**src/rtl/dac_output_buffer_if.sv**
```systemverilog
`default_nettype none
// ============================================================================
// dac_output_buffer_if : AXI-Stream style sample channel into the DAC buffer
// Rev 1.0
// ============================================================================
interface dac_output_buffer_if;
   logic [31:0] s_axis_tdata;
   logic        s_axis_tvalid;
   logic        s_axis_tready;

   modport master (output s_axis_tdata, output s_axis_tvalid, input s_axis_tready);
   modport slave  (input  s_axis_tdata, input  s_axis_tvalid, output s_axis_tready);
endinterface
`default_nettype wire

```
**src/rtl/dac_output_buffer.sv**
```systemverilog
`default_nettype none
// ============================================================================
// dac_output_buffer : elastic sample FIFO that primes, then streams I/Q to DAC
// Rev 1.0
// ============================================================================
module dac_output_buffer #(
   parameter int DEPTH         = 16,
   parameter int PRIME_LEVEL   = 4,
   parameter int PRIME_TIMEOUT = 32,
   parameter int GAP_MAX       = 8
) (
   input  logic                   clk,
   input  logic                   rst_n,
   input  logic                   enable_i,
   input  logic                   clear_stats_i,
   input  logic [31:0]            counter_i,
   dac_output_buffer_if.slave     s_axis,
   output logic [15:0]            dac_i_o,
   output logic [15:0]            dac_q_o,
   output logic                   dac_valid_o,
   output logic [$clog2(DEPTH):0] fifo_level_o,
   output logic                   busy_o,
   output logic [31:0]            burst_start_time_o,
   output logic [15:0]            underrun_count_o
);
   localparam int PTR_W = $clog2(DEPTH);
   localparam int LVL_W = PTR_W + 1;
   localparam int PC_W  = $clog2(PRIME_TIMEOUT) + 1;
   localparam int GC_W  = $clog2(GAP_MAX) + 1;

   localparam logic [LVL_W-1:0] FULL_LVL   = LVL_W'(DEPTH);
   localparam logic [LVL_W-1:0] PRIME_LVL  = LVL_W'(PRIME_LEVEL);
   localparam logic [PC_W-1:0]  PRIME_LAST = PC_W'(PRIME_TIMEOUT - 1);
   localparam logic [GC_W-1:0]  GAP_LAST   = GC_W'(GAP_MAX - 1);

   typedef enum logic [1:0] {
      ST_IDLE   = 2'd0,
      ST_PRIME  = 2'd1,
      ST_STREAM = 2'd2
   } state_e;

   state_e            state_q, state_d;
   logic [PTR_W-1:0]  wr_ptr_q, wr_ptr_d;
   logic [PTR_W-1:0]  rd_ptr_q, rd_ptr_d;
   logic [LVL_W-1:0]  level_q, level_d;
   logic [PC_W-1:0]   prime_cnt_q, prime_cnt_d;
   logic [GC_W-1:0]   gap_cnt_q, gap_cnt_d;
   logic [15:0]       dac_i_q, dac_i_d;
   logic [15:0]       dac_q_q, dac_q_d;
   logic              dac_valid_q, dac_valid_d;
   logic [31:0]       burst_start_q, burst_start_d;
   logic [15:0]       underrun_q, underrun_d;
   logic [31:0]       mem_q [DEPTH];

   logic              w_tready;
   logic              w_push;
   logic              w_pop;
   logic              w_start;
   logic              w_underrun;
   logic [31:0]       w_head;

   // Held low during reset so every output reads 0 while rst_n is asserted.
   assign w_tready = rst_n & enable_i & (level_q < FULL_LVL);
   assign w_push   = s_axis.s_axis_tvalid & w_tready;
   assign w_head   = mem_q[rd_ptr_q];

   always_comb begin
      state_d     = state_q;
      prime_cnt_d = prime_cnt_q;
      gap_cnt_d   = gap_cnt_q;
      w_pop       = 1'b0;
      w_start     = 1'b0;
      w_underrun  = 1'b0;
      if (!enable_i) begin
         state_d     = ST_IDLE;
         prime_cnt_d = '0;
         gap_cnt_d   = '0;
      end else begin
         unique case (state_q)
            ST_IDLE: begin
               if (level_q != '0) begin
                  state_d     = ST_PRIME;
                  prime_cnt_d = '0;
               end
            end
            ST_PRIME: begin
               if ((level_q >= PRIME_LVL) || (prime_cnt_q == PRIME_LAST)) begin
                  state_d     = ST_STREAM;
                  w_start     = 1'b1;
                  prime_cnt_d = '0;
                  gap_cnt_d   = '0;
               end else begin
                  prime_cnt_d = prime_cnt_q + PC_W'(1);
               end
            end
            ST_STREAM: begin
               // A gap is counted once, when data reappears, so a long gap that
               // ends the burst never registers as an underrun.
               if (level_q != '0) begin
                  w_pop      = 1'b1;
                  w_underrun = (gap_cnt_q != '0);
                  gap_cnt_d  = '0;
               end else if (gap_cnt_q == GAP_LAST) begin
                  state_d   = ST_IDLE;
                  gap_cnt_d = '0;
               end else begin
                  gap_cnt_d = gap_cnt_q + GC_W'(1);
               end
            end
            default: state_d = ST_IDLE;
         endcase
      end
   end

   always_comb begin
      wr_ptr_d = wr_ptr_q;
      rd_ptr_d = rd_ptr_q;
      level_d  = level_q;
      if (!enable_i) begin
         wr_ptr_d = '0;
         rd_ptr_d = '0;
         level_d  = '0;
      end else begin
         if (w_push) wr_ptr_d = wr_ptr_q + PTR_W'(1);
         if (w_pop)  rd_ptr_d = rd_ptr_q + PTR_W'(1);
         case ({w_push, w_pop})
            2'b10:   level_d = level_q + LVL_W'(1);
            2'b01:   level_d = level_q - LVL_W'(1);
            default: level_d = level_q;
         endcase
      end

      dac_valid_d   = w_pop;
      dac_i_d       = w_pop ? w_head[31:16] : 16'd0;
      dac_q_d       = w_pop ? w_head[15:0]  : 16'd0;
      burst_start_d = w_start ? counter_i : burst_start_q;

      underrun_d = underrun_q;
      if (clear_stats_i) begin
         underrun_d = '0;
      end else if (w_underrun && (underrun_q != 16'hFFFF)) begin
         underrun_d = underrun_q + 16'd1;
      end
   end

   always_ff @(posedge clk or negedge rst_n) begin
      if (!rst_n) begin
         state_q       <= ST_IDLE;
         wr_ptr_q      <= '0;
         rd_ptr_q      <= '0;
         level_q       <= '0;
         prime_cnt_q   <= '0;
         gap_cnt_q     <= '0;
         dac_i_q       <= '0;
         dac_q_q       <= '0;
         dac_valid_q   <= 1'b0;
         burst_start_q <= '0;
         underrun_q    <= '0;
      end else begin
         state_q       <= state_d;
         wr_ptr_q      <= wr_ptr_d;
         rd_ptr_q      <= rd_ptr_d;
         level_q       <= level_d;
         prime_cnt_q   <= prime_cnt_d;
         gap_cnt_q     <= gap_cnt_d;
         dac_i_q       <= dac_i_d;
         dac_q_q       <= dac_q_d;
         dac_valid_q   <= dac_valid_d;
         burst_start_q <= burst_start_d;
         underrun_q    <= underrun_d;
      end
   end

   always_ff @(posedge clk) begin
      if (w_push) mem_q[wr_ptr_q] <= s_axis.s_axis_tdata;
   end

   assign s_axis.s_axis_tready = w_tready;
   assign dac_i_o              = dac_i_q;
   assign dac_q_o              = dac_q_q;
   assign dac_valid_o          = dac_valid_q;
   assign fifo_level_o         = level_q;
   assign busy_o               = (state_q != ST_IDLE);
   assign burst_start_time_o   = burst_start_q;
   assign underrun_count_o     = underrun_q;
endmodule
`default_nettype wire

```
**src/flat_wrapper.sv**
```systemverilog
// flat-port wrapper written by rule: the top's interface ports become plain ports
module dac_output_buffer_flat 
#(
   parameter int DEPTH         = 16,
   parameter int PRIME_LEVEL   = 4,
   parameter int PRIME_TIMEOUT = 32,
   parameter int GAP_MAX       = 8
)
  (clk, rst_n, enable_i, clear_stats_i, counter_i, dac_i_o, dac_q_o, dac_valid_o, fifo_level_o, busy_o, burst_start_time_o, underrun_count_o, s_axis_s_axis_tdata, s_axis_s_axis_tvalid, s_axis_s_axis_tready);
  dac_output_buffer_if s_axis_i ();
  input  logic clk;
  input  logic rst_n;
  input  logic enable_i;
  input  logic clear_stats_i;
  input  logic [31:0] counter_i;
  output logic [15:0] dac_i_o;
  output logic [15:0] dac_q_o;
  output logic dac_valid_o;
  output logic [$clog2(DEPTH):0] fifo_level_o;
  output logic busy_o;
  output logic [31:0] burst_start_time_o;
  output logic [15:0] underrun_count_o;
  input wire logic [$bits(s_axis_i.s_axis_tdata)-1:0] s_axis_s_axis_tdata;
  input wire logic [$bits(s_axis_i.s_axis_tvalid)-1:0] s_axis_s_axis_tvalid;
  output wire logic [$bits(s_axis_i.s_axis_tready)-1:0] s_axis_s_axis_tready;
  assign s_axis_i.s_axis_tdata = s_axis_s_axis_tdata;
  assign s_axis_i.s_axis_tvalid = s_axis_s_axis_tvalid;
  assign s_axis_s_axis_tready = s_axis_i.s_axis_tready;
  dac_output_buffer #(.DEPTH(DEPTH), .PRIME_LEVEL(PRIME_LEVEL), .PRIME_TIMEOUT(PRIME_TIMEOUT), .GAP_MAX(GAP_MAX)) u_core (.clk(clk), .rst_n(rst_n), .enable_i(enable_i), .clear_stats_i(clear_stats_i), .counter_i(counter_i), .s_axis(s_axis_i), .dac_i_o(dac_i_o), .dac_q_o(dac_q_o), .dac_valid_o(dac_valid_o), .fifo_level_o(fifo_level_o), .busy_o(busy_o), .burst_start_time_o(burst_start_time_o), .underrun_count_o(underrun_count_o));
endmodule
```
**config.mk**
```make
export PLATFORM = sky130hd
export DESIGN_NAME = dac_output_buffer_flat
export DESIGN_NICKNAME = d
export VERILOG_FILES = /design/src/rtl/dac_output_buffer_if.sv /design/src/rtl/dac_output_buffer.sv /design/src/flat_wrapper.sv
export SDC_FILE = /design/constraint.sdc
export NUM_CORES = 1
export LEC_CHECK = 0
export BUFFER_PORTS_ARGS = -buffer_cell sky130_fd_sc_hd__buf_2
export CAP_MARGIN = 10
export CELL_PAD_IN_SITES_DETAIL_PLACEMENT = 1
export CELL_PAD_IN_SITES_GLOBAL_PLACEMENT = 1
export CORE_AREA = 2 2 208 210
export DETAILED_ROUTE_END_ITERATION = 16
export DIE_AREA = 0 0 210 212
export PLACE_DENSITY = 0.94
export SLEW_MARGIN = 25
export SYNTH_ARGS = -nofsm -noshare
export SYNTH_HDL_FRONTEND = slang
export SYNTH_SLANG_ARGS = --single-unit
export TNS_END_PERCENT = 30
```
**constraint.sdc**
```tcl
create_clock -name clk -period 9.69 [get_ports clk]
set_input_delay 1.938 -clock clk [delete_from_list [all_inputs] [get_ports clk]]
set_output_delay 1.938 -clock clk [all_outputs]
set_load 0.01 [all_outputs]
```
# --- Yosys cells after proc, flatten, opt, wreduce, memory -nomap -nowiden ---
# Memory sizes are Yosys's and may differ from the RTL's.
# Cells that the tools add are included.
totals:
  regBits: 106
  ramBits: 512
  out_inout_bits: 88
  elab_cells: 86
  n_memories: 1
mem_list:
  columns: ["memory", "words", "word_bits", "rd", "rd_clocked_by_memory_dff", "write_ports", "line", "source"]
  rows:
  - ["u_core.mem_q", 16, 32, 1, 0, 1, "dac_output_buffer.sv:53", "logic [31:0] mem_q [DEPTH];"]
op_classes:
  add_sub_neg: 7
  n_lt_le_gt_ge: 2
  eq_ne: 16
  n_mux: 36
  bitwise_logic: 3
  n_reduce_logical: 10
ops:
  columns: ["operator", "count"]
  rows:
  - ["$mux 16", 4]
  - ["$mux 4", 8]
  - ["$mux 6", 3]
  - ["$add 16x1->16 const B", 1]
  - ["$ne 16x16->1 const B", 1]
  - ["$add 4x1->4 const B", 3]
  - ["$pmux 6 s2", 1]
  - ["$mux 1", 11]
  - ["$mux 2", 5]
  - ["$pmux 5 s2", 1]
  - ["$ne 3x1->1 const B", 3]
  - ["$ne 3x2->1 const B", 3]
  - ["$pmux 4 s2", 1]
  - ["$add 6x1->6 const B", 1]
  - ["$eq 6x5->1 const B", 1]
  - ["$pmux 2 s3", 1]
  - ["$add 5x1->5 const B", 1]
  - ["$ge 5x3->1 const B", 1]
  - ["$lt 5x5->1 const B", 1]
  - ["$mux 5", 1]
  - ["$reduce_bool 5->1", 1]
  - ["$sub 5x1->5 const B", 1]
  - ["$eq 2x1->1 const B", 2]
  - ["$eq 2x2->1 const B", 2]
  - ["11 further kinds", 16]

# --- Logic depth before layout (Yosys ltp) ---
logic_depth:
  ltp_word: 7
  ltp_mapped: 11

# --- Worst setup path before layout ---
# Ideal clock, no wire load.
synth_path:
  kind: "input -> register"
  start: "input port enable_i"
  end: "memory u_core.mem_q[0][0] (enable)"
  arrival_time_ns: 5.552
  t_required_ns: 9.188
  path_slack_ns: 3.635
  path_stages: 3
  n_path_buf: 0
  path_cell_list: "and3b_1 nand2_1 nor4_1"
synth_via:
  elab_chain_len: 5
synth_lines:
  columns: ["element", "line", "source"]
  rows:
  - ["start, declared", "flat_wrapper.sv:13", "input logic enable_i;"]
  - ["$and 1x1->1 (2 in series)", "dac_output_buffer.sv:63", "assign w_tready = rst_n & enable_i & (level_q < FULL_LVL);"]
  - ["$and 1x1->1", "dac_output_buffer.sv:64", "assign w_push = s_axis.s_axis_tvalid & w_tready;"]
  - ["$mux 1", "dac_output_buffer.sv:175", "if (w_push) mem_q[wr_ptr_q] <= s_axis.s_axis_tdata;"]
  - ["$mux 1 (not written as such)", "dac_output_buffer.sv:175", null]
  - ["end, declared", "dac_output_buffer.sv:53", null]
# Every way passes these cells.

# --- Worst setup path in the final report ---
layout_path:
  start: "input port rst_n"
  end: "output port s_axis_s_axis_tready"
layout_via:
  elab_chain_len: 2
layout_lines:
  columns: ["element", "line", "source"]
  rows:
  - ["start, declared", "flat_wrapper.sv:12", "input logic rst_n;"]
  - ["$and 1x1->1 (2 in series)", "dac_output_buffer.sv:63", null]
  - ["end, declared", "flat_wrapper.sv:25", "output wire logic [$bits(s_axis_i.s_axis_tready)-1:0] s_axis_s_axis_tready;"]
# Every way passes these cells.

==> reports/qor.csv <==
stage,metric,value,unit
synth,"EDFF count, synth",512,
clock_network,Post-CTS Hold Buffers,0,
sta,Relative slew margins,26.78,%
clock_network,PostCTS Resize Cnt,0,
hold_path,hold path depth,1,
setup_path,flop-to-flop setup slack,6.02,ns
clock_network,Clock transition at path regs,0.06,ns
sta,actual slew at the worst max-slew pin,1.098,ns
clock_network,CTS buffer count,59,
outcome,status,completed,
final_layout,Final Non-Filler Cells,1896,
clock_network,TritonCTS clock tree,built,
clock_network,Clock Sinks,618,
clock_network,clock tree buffer depth,3,
hold_path,Worst Hold Class,register to register,
power,Clk pwr share,42.2,%
final_layout,Area Overhead vs Synth,14.71,%
hold_path,hold path endpoint,u_core.burst_start_time_o[30],
global_route,vias in the first global route,13110,
synth,Async SR Flop Fraction,17.15,%
final_layout,share of cells above drive strength 1,36.03,%
power,register share of total power,54.6,%
synth,Synth cell types,45,
route,vias per cell,6.345,
floorplan,Die W,210,um
setup_path,"Max FO, Critical Path",33,
power,Pint,0.004236,W
run,MaxCap Viol Count,0,
sta,Final TNS setup,0,ns
power,leakage,9.460,nW
route,Starting DRT DRC Count,1353,
synth,"top cells by count, synth","edfxtp_1 (512), mux4_2 (160), dfrtp_1 (106)",
synth,Yosys top cell by area,edfxtp_1,
global_route,first-pass GRT wire length,85.91,mm
sta,RSZ-0062 raised after global routing,false,
synth,sequential area share after synthesis,75.79,%
power,P_sw,0.001140,W
sta,Setup-failing EPs final,0,
route,DR pass1 iterations,5,
synth,post-synthesis cell count,1108,
setup_path,critical path endpoint category,primary output,
floorplan,Die H,212,um
sta,final worst path period share,48.92,%
synth,Mapped Area,0.02379,mm2
clock_network,Post-CTS Repair Setup Buffers,0,
route,routed wire length,58.12,mm
synth,most common cell in the synthesized netlist,edfxtp_1,
hold_path,hold wc startpoint,u_core.burst_start_time_o[30],
place,dpl hpwl,30.83,mm
clock_network,worst-skew pair later-pin latency,0.65,ns
setup_path,kind of critical path,input port to primary output,
global_route,GRT Util Overall,26.78,%
clock_network,Root Driver,clkbuf_16,
setup_path,path depth of the worst reg2reg path,5,
power,VDD IR max,0.0001506,V
sta,Final Max Tran Viols,0,
synth,Synth area leaders,"edfxtp_1 (65%), mux4_2 (15%), dfrtp_1 (11%)",
clock_network,H-tree Lvls,2,
setup_path,critical path arrival,2.80,ns
global_route,initial antenna violation count,3,
floorplan,DIE AREA,0.04452,mm2
sta,final-report hold violation count,0,
power,power density over cell area,197.0,mW/mm2
sta,Fmax,0.2110,GHz
place,I/O Buffers,156,
route,Post-DRT Antenna Nets,0,
final_layout,nets,1378,
synth,area fraction of the dominant cell type after synthesis,64.64,%
synth,syn_nets,1188,
sta,fin crit period,4.740,ns
synth,Most used DFF post-synth,edfxtp_1,
place,Cells after DPL,1777,
route,DR WL/cell,30.66,um
floorplan,Starting Density,55.96,%
synth,average cell area after synthesis,21.47,um2
power,Logic pwr share,3.2,%
floorplan,FP Rows,76,
setup_path,Worst R2R Start,u_core.rd_ptr_q[0],
sta,hold_ws,0.5025,ns
power,sw frac,21.21,%
global_route,pin count of the biggest net entering global routing,76,
floorplan,# IOs,157,
floorplan,core area,0.04251,mm2
place,Final GP Congestion,0.7688,
setup_path,startpoint types,input port,
route,DR DRC count,0,
setup_path,"Req. time, crit path",7.75,ns
global_route,Congestion Overflow GR,0,
sta,Fin Clk Skew,0.03495,ns
setup_path,FF-to-FF End,u_core.dac_q_o[14],
synth,number of synthesis warnings,0,
synth,flop and latch count out of synthesis,618,
route,via count,12030,
worst max-delay path by stage:
stage                            to  cells after the start  slack [ns]      from
6_report       s_axis_s_axis_tready                      3        4.95     rst_n
5_1_grt        s_axis_s_axis_tready                      3        4.86     rst_n
4_1_cts        s_axis_s_axis_tready                      3        4.91     rst_n
3_5_place_dp   u_core.mem_q[14][14]                      5        4.77     rst_n
3_3_place_gp   s_axis_s_axis_tready                      3        4.94     rst_n
2_1_floorplan    u_core.mem_q[0][0]                      3        3.64  enable_i
layout make-up:
class / count / area [um2]
diodes: 1 / 2.502
clock buffers: 92 / 1720
clock inverters: 20 / 180.2
fillers: 3485 / 15220
inverters: 13 / 48.80
multi-input cells: 424 / 5519
flip-flops and latches: 618 / 18040
well taps: 546 / 683.2
repair buffers: 182 / 1095
state kept, by name, indices dropped and copies added (netlist names):
name                       cells
u_core.state_q                 2
u_core.mem_q                 512
u_core.rd_ptr_q                4
u_core.burst_start_time_o     32
u_core.underrun_count_o       16
u_core.fifo_level_o            5
u_core.dac_q_o                16
u_core.wr_ptr_q                4
u_core.prime_cnt_q             6
u_core.gap_cnt_q               4
u_core.dac_i_o                16
u_core.dac_valid_o             1
worst max-delay path: stages:
cell     delay, ns
buf_4         0.41
and3b_1       0.30
buf_2         0.15
placed cells by master, fill, tap and decap left out, drive strengths merged, types with 3 or more instances in the layout:
cell and count:
a21oi 4, a31oi 3, and2 37, and3 9, and4 3, buf 182, clkbuf 92, clkinv 15
clkinvlp 3, dfrtp 106, edfxtp 512, ha 11, inv 14, mux2 32, mux2i 3, mux4 160
nand2 18, nand3 10, nand4 8, nor2 41, nor3 9, nor4 7, o21ai 18, o31ai 3
xnor2 5, xor2 21
cell families (layout without fill, tap and decap cells):
group,Yosys count,after routing,synth area share (%)
flops,618,618,75.79
mux,195,195,16.79
simple gates,154,154,3.393
buf+inv,66,307,1.431
compound gates,38,38,0.9837
xor+xnor,26,26,1.036
fa+ha+maj,11,11,0.5786
other cells,0,1,0
power by group through the flow:
stage	combinational (W)	clock (W)	sequential, W
2_1_floorplan	0.0000575	0	0.00300
5_1_grt	0.000189	0.00238	0.00294
3_5_place_dp	0.000173	0	0.00299
3_3_place_gp	0.000162	0	0.00299
6_report	0.000173	0.00227	0.00293
4_1_cts	0.000176	0.00230	0.00294
per-stage QoR:
stage	utilization (%)	total power [W]	worst slack [ns]	cell area [um2]
2_1_floorplan	-	0.003061	3.635	23790
3_3_place_gp	59.30	0.003149	4.942	25200
3_5_place_dp	59.30	0.003164	4.773	25200
4_1_cts	63.77	0.005407	4.907	27100
5_1_grt	64.19	0.005511	4.861	27290
6_report	64.19	0.005377	4.950	27290
metal layers:
metal  vias to the layer above  global-route usage [%]  part of all wire [%]
li1                       4891                       -                     -
met1                      6400                   35.18                    39
met2                       597                   44.52                    51
met3                       138                   5.731                   6.7
met4                         4                   10.54                   3.2
met5                         -                       0                 0.046
Power figures use the tool's default switching activity.
